==> src/rtl/ppu_vram_arb_if.sv <==
// Signal bundle between the PPU VRAM arbiter, its two requesters (render pipeline, CPU PPUDATA) and VRAM.
// The arbiter uses the slave modport; requesters and the VRAM model drive the master side.
interface ppu_vram_arb_if #(
  parameter int unsigned ADDR_W = 14
);
  logic              RENDERING;
  logic              REN_REQ;
  logic [ADDR_W-1:0] REN_ADDR;
  logic              REN_GNT;
  logic [7:0]        REN_RDATA;
  logic              REN_RVALID;
  logic              CPU_REQ;
  logic              CPU_RW;
  logic [ADDR_W-1:0] CPU_ADDR;
  logic [7:0]        CPU_WDATA;
  logic              CPU_ACK;
  logic [7:0]        CPU_RDATA;
  logic [ADDR_W-1:0] APPU;
  logic [7:0]        PPUDO;
  logic              VRAM_WE;
  logic [7:0]        PPUDI;

  modport slave (
    input  RENDERING, REN_REQ, REN_ADDR, CPU_REQ, CPU_RW, CPU_ADDR, CPU_WDATA, PPUDI,
    output REN_GNT, REN_RDATA, REN_RVALID, CPU_ACK, CPU_RDATA, APPU, PPUDO, VRAM_WE
  );

  modport master (
    output RENDERING, REN_REQ, REN_ADDR, CPU_REQ, CPU_RW, CPU_ADDR, CPU_WDATA, PPUDI,
    input  REN_GNT, REN_RDATA, REN_RVALID, CPU_ACK, CPU_RDATA, APPU, PPUDO, VRAM_WE
  );
endinterface

==> src/rtl/ppu_vram_arb.sv <==
// Single-port VRAM arbiter between PPU render fetches and CPU PPUDATA accesses.
// Define VRAM_ARB_STARVE_GUARD_EN to add the CPU starvation guard (forces a CPU slot after STARVE_MAX waits).
module ppu_vram_arb #(
  parameter int unsigned STARVE_MAX = 8,
  parameter int unsigned ADDR_W     = 14
) (
  input logic           PPU_SLOW_CLOCK,
  input logic           RST,
  ppu_vram_arb_if.slave bus
);

  typedef enum logic [1:0] {OWN_IDLE, OWN_REN, OWN_CPU} owner_e;

  owner_e            owner_q, owner_d;
  logic              cpuRead_q, cpuRead_d;
  logic [ADDR_W-1:0] appu_q, appu_d;
  logic [7:0]        ppudo_q, ppudo_d;
  logic              vramWe_q, vramWe_d;
  logic              renGnt_q, renGnt_d;
  logic [7:0]        renRdata_q, renRdata_d;
  logic              renRvalid_q, renRvalid_d;
  logic              cpuAck_q, cpuAck_d;
  logic [7:0]        cpuRdata_q, cpuRdata_d;
  logic              cpuElig;
  logic              starve;

  if ((STARVE_MAX < 1) || (STARVE_MAX > 15)) begin : gBadStarveMax
    $error("ppu_vram_arb: STARVE_MAX must be 1..15");
  end

  // The CPU may not start a new access while one is issued or still acknowledging.
  assign cpuElig = bus.CPU_REQ && (owner_q != OWN_CPU) && !cpuAck_q;

`ifdef VRAM_ARB_STARVE_GUARD_EN
  logic [3:0] waitCnt_q, waitCnt_d;

  assign starve = cpuElig && (waitCnt_q >= 4'(STARVE_MAX));

  always_comb begin
    waitCnt_d = waitCnt_q;
    if (!bus.CPU_REQ || (owner_d == OWN_CPU)) begin
      waitCnt_d = '0;
    end else if (cpuElig) begin
      waitCnt_d = waitCnt_q + 4'd1;
    end
  end

  always_ff @(posedge PPU_SLOW_CLOCK) begin
    if (RST) waitCnt_q <= '0;
    else     waitCnt_q <= waitCnt_d;
  end
`else
  assign starve = 1'b0;
`endif

  always_comb begin
    owner_d     = OWN_IDLE;
    cpuRead_d   = cpuRead_q;
    appu_d      = appu_q;
    ppudo_d     = ppudo_q;
    vramWe_d    = 1'b0;
    renGnt_d    = 1'b0;
    renRvalid_d = (owner_q == OWN_REN);
    renRdata_d  = (owner_q == OWN_REN) ? bus.PPUDI : renRdata_q;
    cpuAck_d    = (owner_q == OWN_CPU);
    cpuRdata_d  = ((owner_q == OWN_CPU) && cpuRead_q) ? bus.PPUDI : cpuRdata_q;

    // Visible lines favour render; vblank favours the CPU.
    if (starve) begin
      owner_d = OWN_CPU;
    end else if (bus.RENDERING) begin
      if (bus.REN_REQ)  owner_d = OWN_REN;
      else if (cpuElig) owner_d = OWN_CPU;
    end else begin
      if (cpuElig)          owner_d = OWN_CPU;
      else if (bus.REN_REQ) owner_d = OWN_REN;
    end

    case (owner_d)
      OWN_REN: begin
        appu_d   = bus.REN_ADDR;
        renGnt_d = 1'b1;
      end
      OWN_CPU: begin
        appu_d    = bus.CPU_ADDR;
        cpuRead_d = bus.CPU_RW;
        vramWe_d  = !bus.CPU_RW;
        if (!bus.CPU_RW) ppudo_d = bus.CPU_WDATA;
      end
      default: ;
    endcase
  end

  always_ff @(posedge PPU_SLOW_CLOCK) begin
    if (RST) begin
      owner_q     <= OWN_IDLE;
      cpuRead_q   <= 1'b0;
      appu_q      <= '0;
      ppudo_q     <= '0;
      vramWe_q    <= 1'b0;
      renGnt_q    <= 1'b0;
      renRdata_q  <= '0;
      renRvalid_q <= 1'b0;
      cpuAck_q    <= 1'b0;
      cpuRdata_q  <= '0;
    end else begin
      owner_q     <= owner_d;
      cpuRead_q   <= cpuRead_d;
      appu_q      <= appu_d;
      ppudo_q     <= ppudo_d;
      vramWe_q    <= vramWe_d;
      renGnt_q    <= renGnt_d;
      renRdata_q  <= renRdata_d;
      renRvalid_q <= renRvalid_d;
      cpuAck_q    <= cpuAck_d;
      cpuRdata_q  <= cpuRdata_d;
    end
  end

  assign bus.APPU       = appu_q;
  assign bus.PPUDO      = ppudo_q;
  assign bus.VRAM_WE    = vramWe_q;
  assign bus.REN_GNT    = renGnt_q;
  assign bus.REN_RDATA  = renRdata_q;
  assign bus.REN_RVALID = renRvalid_q;
  assign bus.CPU_ACK    = cpuAck_q;
  assign bus.CPU_RDATA  = cpuRdata_q;

endmodule
==> src/flat_wrapper.sv <==
// flat-port wrapper written by rule: the top's interface ports become plain ports
module ppu_vram_arb_flat 
#(
  parameter int unsigned STARVE_MAX = 8,
  parameter int unsigned ADDR_W     = 14
)
  (PPU_SLOW_CLOCK, RST, bus_RENDERING, bus_REN_REQ, bus_REN_ADDR, bus_CPU_REQ, bus_CPU_RW, bus_CPU_ADDR, bus_CPU_WDATA, bus_PPUDI, bus_REN_GNT, bus_REN_RDATA, bus_REN_RVALID, bus_CPU_ACK, bus_CPU_RDATA, bus_APPU, bus_PPUDO, bus_VRAM_WE);
  ppu_vram_arb_if #(.ADDR_W(ADDR_W)) bus_i ();
  input logic PPU_SLOW_CLOCK;
  input logic RST;
  input wire logic [$bits(bus_i.RENDERING)-1:0] bus_RENDERING;
  input wire logic [$bits(bus_i.REN_REQ)-1:0] bus_REN_REQ;
  input wire logic [$bits(bus_i.REN_ADDR)-1:0] bus_REN_ADDR;
  input wire logic [$bits(bus_i.CPU_REQ)-1:0] bus_CPU_REQ;
  input wire logic [$bits(bus_i.CPU_RW)-1:0] bus_CPU_RW;
  input wire logic [$bits(bus_i.CPU_ADDR)-1:0] bus_CPU_ADDR;
  input wire logic [$bits(bus_i.CPU_WDATA)-1:0] bus_CPU_WDATA;
  input wire logic [$bits(bus_i.PPUDI)-1:0] bus_PPUDI;
  output wire logic [$bits(bus_i.REN_GNT)-1:0] bus_REN_GNT;
  output wire logic [$bits(bus_i.REN_RDATA)-1:0] bus_REN_RDATA;
  output wire logic [$bits(bus_i.REN_RVALID)-1:0] bus_REN_RVALID;
  output wire logic [$bits(bus_i.CPU_ACK)-1:0] bus_CPU_ACK;
  output wire logic [$bits(bus_i.CPU_RDATA)-1:0] bus_CPU_RDATA;
  output wire logic [$bits(bus_i.APPU)-1:0] bus_APPU;
  output wire logic [$bits(bus_i.PPUDO)-1:0] bus_PPUDO;
  output wire logic [$bits(bus_i.VRAM_WE)-1:0] bus_VRAM_WE;
  assign bus_i.RENDERING = bus_RENDERING;
  assign bus_i.REN_REQ = bus_REN_REQ;
  assign bus_i.REN_ADDR = bus_REN_ADDR;
  assign bus_i.CPU_REQ = bus_CPU_REQ;
  assign bus_i.CPU_RW = bus_CPU_RW;
  assign bus_i.CPU_ADDR = bus_CPU_ADDR;
  assign bus_i.CPU_WDATA = bus_CPU_WDATA;
  assign bus_i.PPUDI = bus_PPUDI;
  assign bus_REN_GNT = bus_i.REN_GNT;
  assign bus_REN_RDATA = bus_i.REN_RDATA;
  assign bus_REN_RVALID = bus_i.REN_RVALID;
  assign bus_CPU_ACK = bus_i.CPU_ACK;
  assign bus_CPU_RDATA = bus_i.CPU_RDATA;
  assign bus_APPU = bus_i.APPU;
  assign bus_PPUDO = bus_i.PPUDO;
  assign bus_VRAM_WE = bus_i.VRAM_WE;
  ppu_vram_arb #(.STARVE_MAX(STARVE_MAX), .ADDR_W(ADDR_W)) u_core (.PPU_SLOW_CLOCK(PPU_SLOW_CLOCK), .RST(RST), .bus(bus_i));
endmodule
==> config.mk <==
export PLATFORM = sky130hd
export DESIGN_NAME = ppu_vram_arb_flat
export DESIGN_NICKNAME = d
export VERILOG_FILES = /design/src/rtl/ppu_vram_arb_if.sv /design/src/rtl/ppu_vram_arb.sv /design/src/flat_wrapper.sv
export SDC_FILE = /design/constraint.sdc
export NUM_CORES = 1
export LEC_CHECK = 0
export BUFFER_PORTS_ARGS = -buffer_cell sky130_fd_sc_hd__buf_2
export CORE_UTILIZATION = 26
export CTS_CLUSTER_SIZE = 8
export DETAILED_ROUTE_END_ITERATION = 12
export PLACE_DENSITY = 0.58
export SLEW_MARGIN = 20
export SYNTH_ARGS = -nofsm -noshare
export SYNTH_HDL_FRONTEND = slang
export SYNTH_SLANG_ARGS = --single-unit
==> constraint.sdc <==
create_clock -name PPU_SLOW_CLOCK -period 5.6 [get_ports PPU_SLOW_CLOCK]
set_input_delay 0 -clock PPU_SLOW_CLOCK [delete_from_list [all_inputs] [get_ports PPU_SLOW_CLOCK]]
set_output_delay 0 -clock PPU_SLOW_CLOCK [all_outputs]
set_load 0.1 [all_outputs]
==> results.tsv <==
metric	value	unit
hold_buf cts	18	
Achievable Freq	0.434	GHz
Synth Instances	211	
Vias per Instance	4.06	
Tcrit/Tclk final	41.2	%
core area	6870	sq um
Root Driver	clkbuf_8	
vias in the first global route	1630	
critical path class	reg -> reg	
Crit path largest cell delay	790	ps
flops & latches, synth	45	
skew final	11.4	ps
# setup viols final	0	
Initial Util	27.2	%
IO Pins	92	
min Tclk post-route	2310	ps
CP max stage cell	ha_1	
CP required	5790	ps
global route overflow	0	
first-pass GRT wire length	7.53	mm
RSZ-0062 raised after global routing	false	
RePlAce Congestion	0.686	
Setup Buffers After CTS	0	
Vert. Die Dim	86.8	um
P&R area growth vs syn	39.7	%
Slew HR	43.1	%
Chip Width	86.8	um
max-cap violations	0	
CTS tree	done	
R2R cell count	6	
Antenna Cells	0	
DP HPWL	3.25	mm
DRC Markers	0	
Critical Path AT	2500	ps
die area	7540	sq um
initial antenna violation count	0	
Seq/Total Area, Yosys	48.2	%
Final #Nets	365	
Final Max Tran Viols	0	
Pleak	0.00121	uW
Post-Route WL	4.67	mm
hold depth	3	
Slew @ Worst Pin	854	ps
CP Capture Type	flip-flop	
wire per inst	11.4	um
largest net degree at the start of global routing	46	
1st-pass router iterations	4	
# port buffers	91	
WP depth	6	
Crit path max-delay family	adder cells	
syn_nets	264	
P per Cell Area	315	nW/um^2
dpl cell area	2320	sq um
CTS max path bufs	2	
Worst Path Buf+Inv	0	
crit path cell chain	nor2b_1 > o41ai_2 > ha_1 > mux2i_1 > o21ai_1 > and2b_1	
share of cells above drive strength 1	32.9	%
Crit Path Max Fanout	14	
Setup TNS	0	ps
Num CTS Buffers	5	
commonest non-fill, non-tap cell in the layout	buf_2	
worst-skew pair later-pin latency	300	ps
H-Tree Depth	2	
Sink Count	45	
vias	1661	
Syn Std Cell Area	1870	sq um
Syn Area/Cell	8.87	sq um
Fin. Hold Viols	0	
row count	30	
final instance area	2610	sq um
status	complete, no violations	
GRT Overall Usage	12.8	%
clock-pin slew on the worst setup and hold paths	90	ps
number of library cell types mapped by synthesis	23	
VDD IR max	138	uV
most frequent cells in the layout	buf_2 (91), nand2_1 (62), dfxtp_1 (45)	
post-CTS sizing	0	
initial drt markers	51	
Worst Hold Class	in -> reg	
Startpoint Class	flip-flop	
Post-DRT Antenna Nets	0	
synth warn	0	
## cells by family after synthesis
group	count (synthesis)	synth area share (%)
AOI/OAI and AO/OA	40	11.6
adders and majority gates	3	2.01
buffers and inverters	18	7.49
DFF	45	48.2
muxes	15	8.03
and+or+nand+nor	90	22.7
## power by group
part / switching, uW / leakage (uW) / internal [uW]
sequential: 8.39 / 0.000367 / 337
combinational: 169 / 0.000785 / 59.2
clock: 115 / 0.0000543 / 134
total: 292 / 0.00121 / 530
## worst paths after layout
check / from / endpoint / slack [ps]
max: u_core.owner_q[1]$_SDFF_PP0_ / u_core.bus.APPU[8]$_SDFFE_PP0P_ / 3290
min: bus_RENDERING / u_core.owner_q[0]$_SDFF_PP0_ / 40
max reg2reg: u_core.owner_q[1]$_SDFF_PP0_ / u_core.bus.APPU[8]$_SDFFE_PP0P_ / 3290
min reg2reg: u_core.bus.CPU_RDATA[1]$_SDFFE_PP0P_ / u_core.bus.CPU_RDATA[1]$_SDFFE_PP0P_ / 460
## worst register-to-register path, stage by stage, from the launching register on
cell     delay, ps
dfxtp_1        350
nor2b_1        160
o41ai_2        350
ha_1           790
mux2i_1        280
o21ai_1         70
and2b_1        180
## layer usage
layer | vias up | share of wire (%) | GRT usage (%)
met5 | - | 0 | 0
met1 | 736 | 44 | 15.5
met3 | 4 | 5.0 | 2.86
met2 | 39 | 50 | 22.3
met4 | 0 | 1.1 | 4.55
li1 | 882 | - | -
## state kept, by name, summed over array words and instances, names as in the netlist
name and cells:
u_core.cpuRead_q 1, u_core.bus.CPU_RDATA 8, u_core.owner_q 2, u_core.bus.REN_RVALID 1, u_core.bus.PPUDO 8, u_core.bus.APPU 14, u_core.bus.REN_GNT 1, u_core.bus.VRAM_WE 1
u_core.bus.CPU_ACK 1, u_core.bus.REN_RDATA 8
## metrics by stage
| step | hold slack, ps | total power (uW) | std cells | util, % | setup WS (ps) |
|---|---|---|---|---|---|
| after floorplan | 136 | 542 | 211 | - | 3350 |
| after global placement | 243 | 570 | 383 | 33.7 | 3350 |
| after detailed placement | 249 | 572 | 383 | 33.7 | 3300 |
| after CTS | 32.1 | 834 | 409 | 38.0 | 3270 |
| after global routing | 49.1 | 860 | 409 | 38.0 | 3050 |
| final | 38.5 | 822 | 409 | 38.0 | 3290 |
## cells in the mapped netlist (all sizes together)
library cell	n	area, sq um
o41ai	1	16.3
and2b	8	60.1
nor2	5	18.8
a2111o	1	11.3
nand2	62	233
inv	3	11.3
dfxtp	45	901
ha	3	37.5
mux2i	15	150
buf	11	85.1
o21ai	14	70.1
clkbuf	3	11.3
nor2b	11	83.8
nand3b	1	7.51
a21oi	24	120
nand2b	2	12.5
bufbuf	1	32.5
and3b	1	8.76
## cell type report
class                           instances  area [sq um]
Timing Repair Buffer                  109           636
Tap cell                               96           120
Inverter                                3          11.3
Clock buffer                            5          68.8
Sequential cell                        45           901
Fill cell                             716          4260
Multi-Input combinational cell        148           830
Clock inverter                          3          46.3
Power figures use the tool's default switching activity.
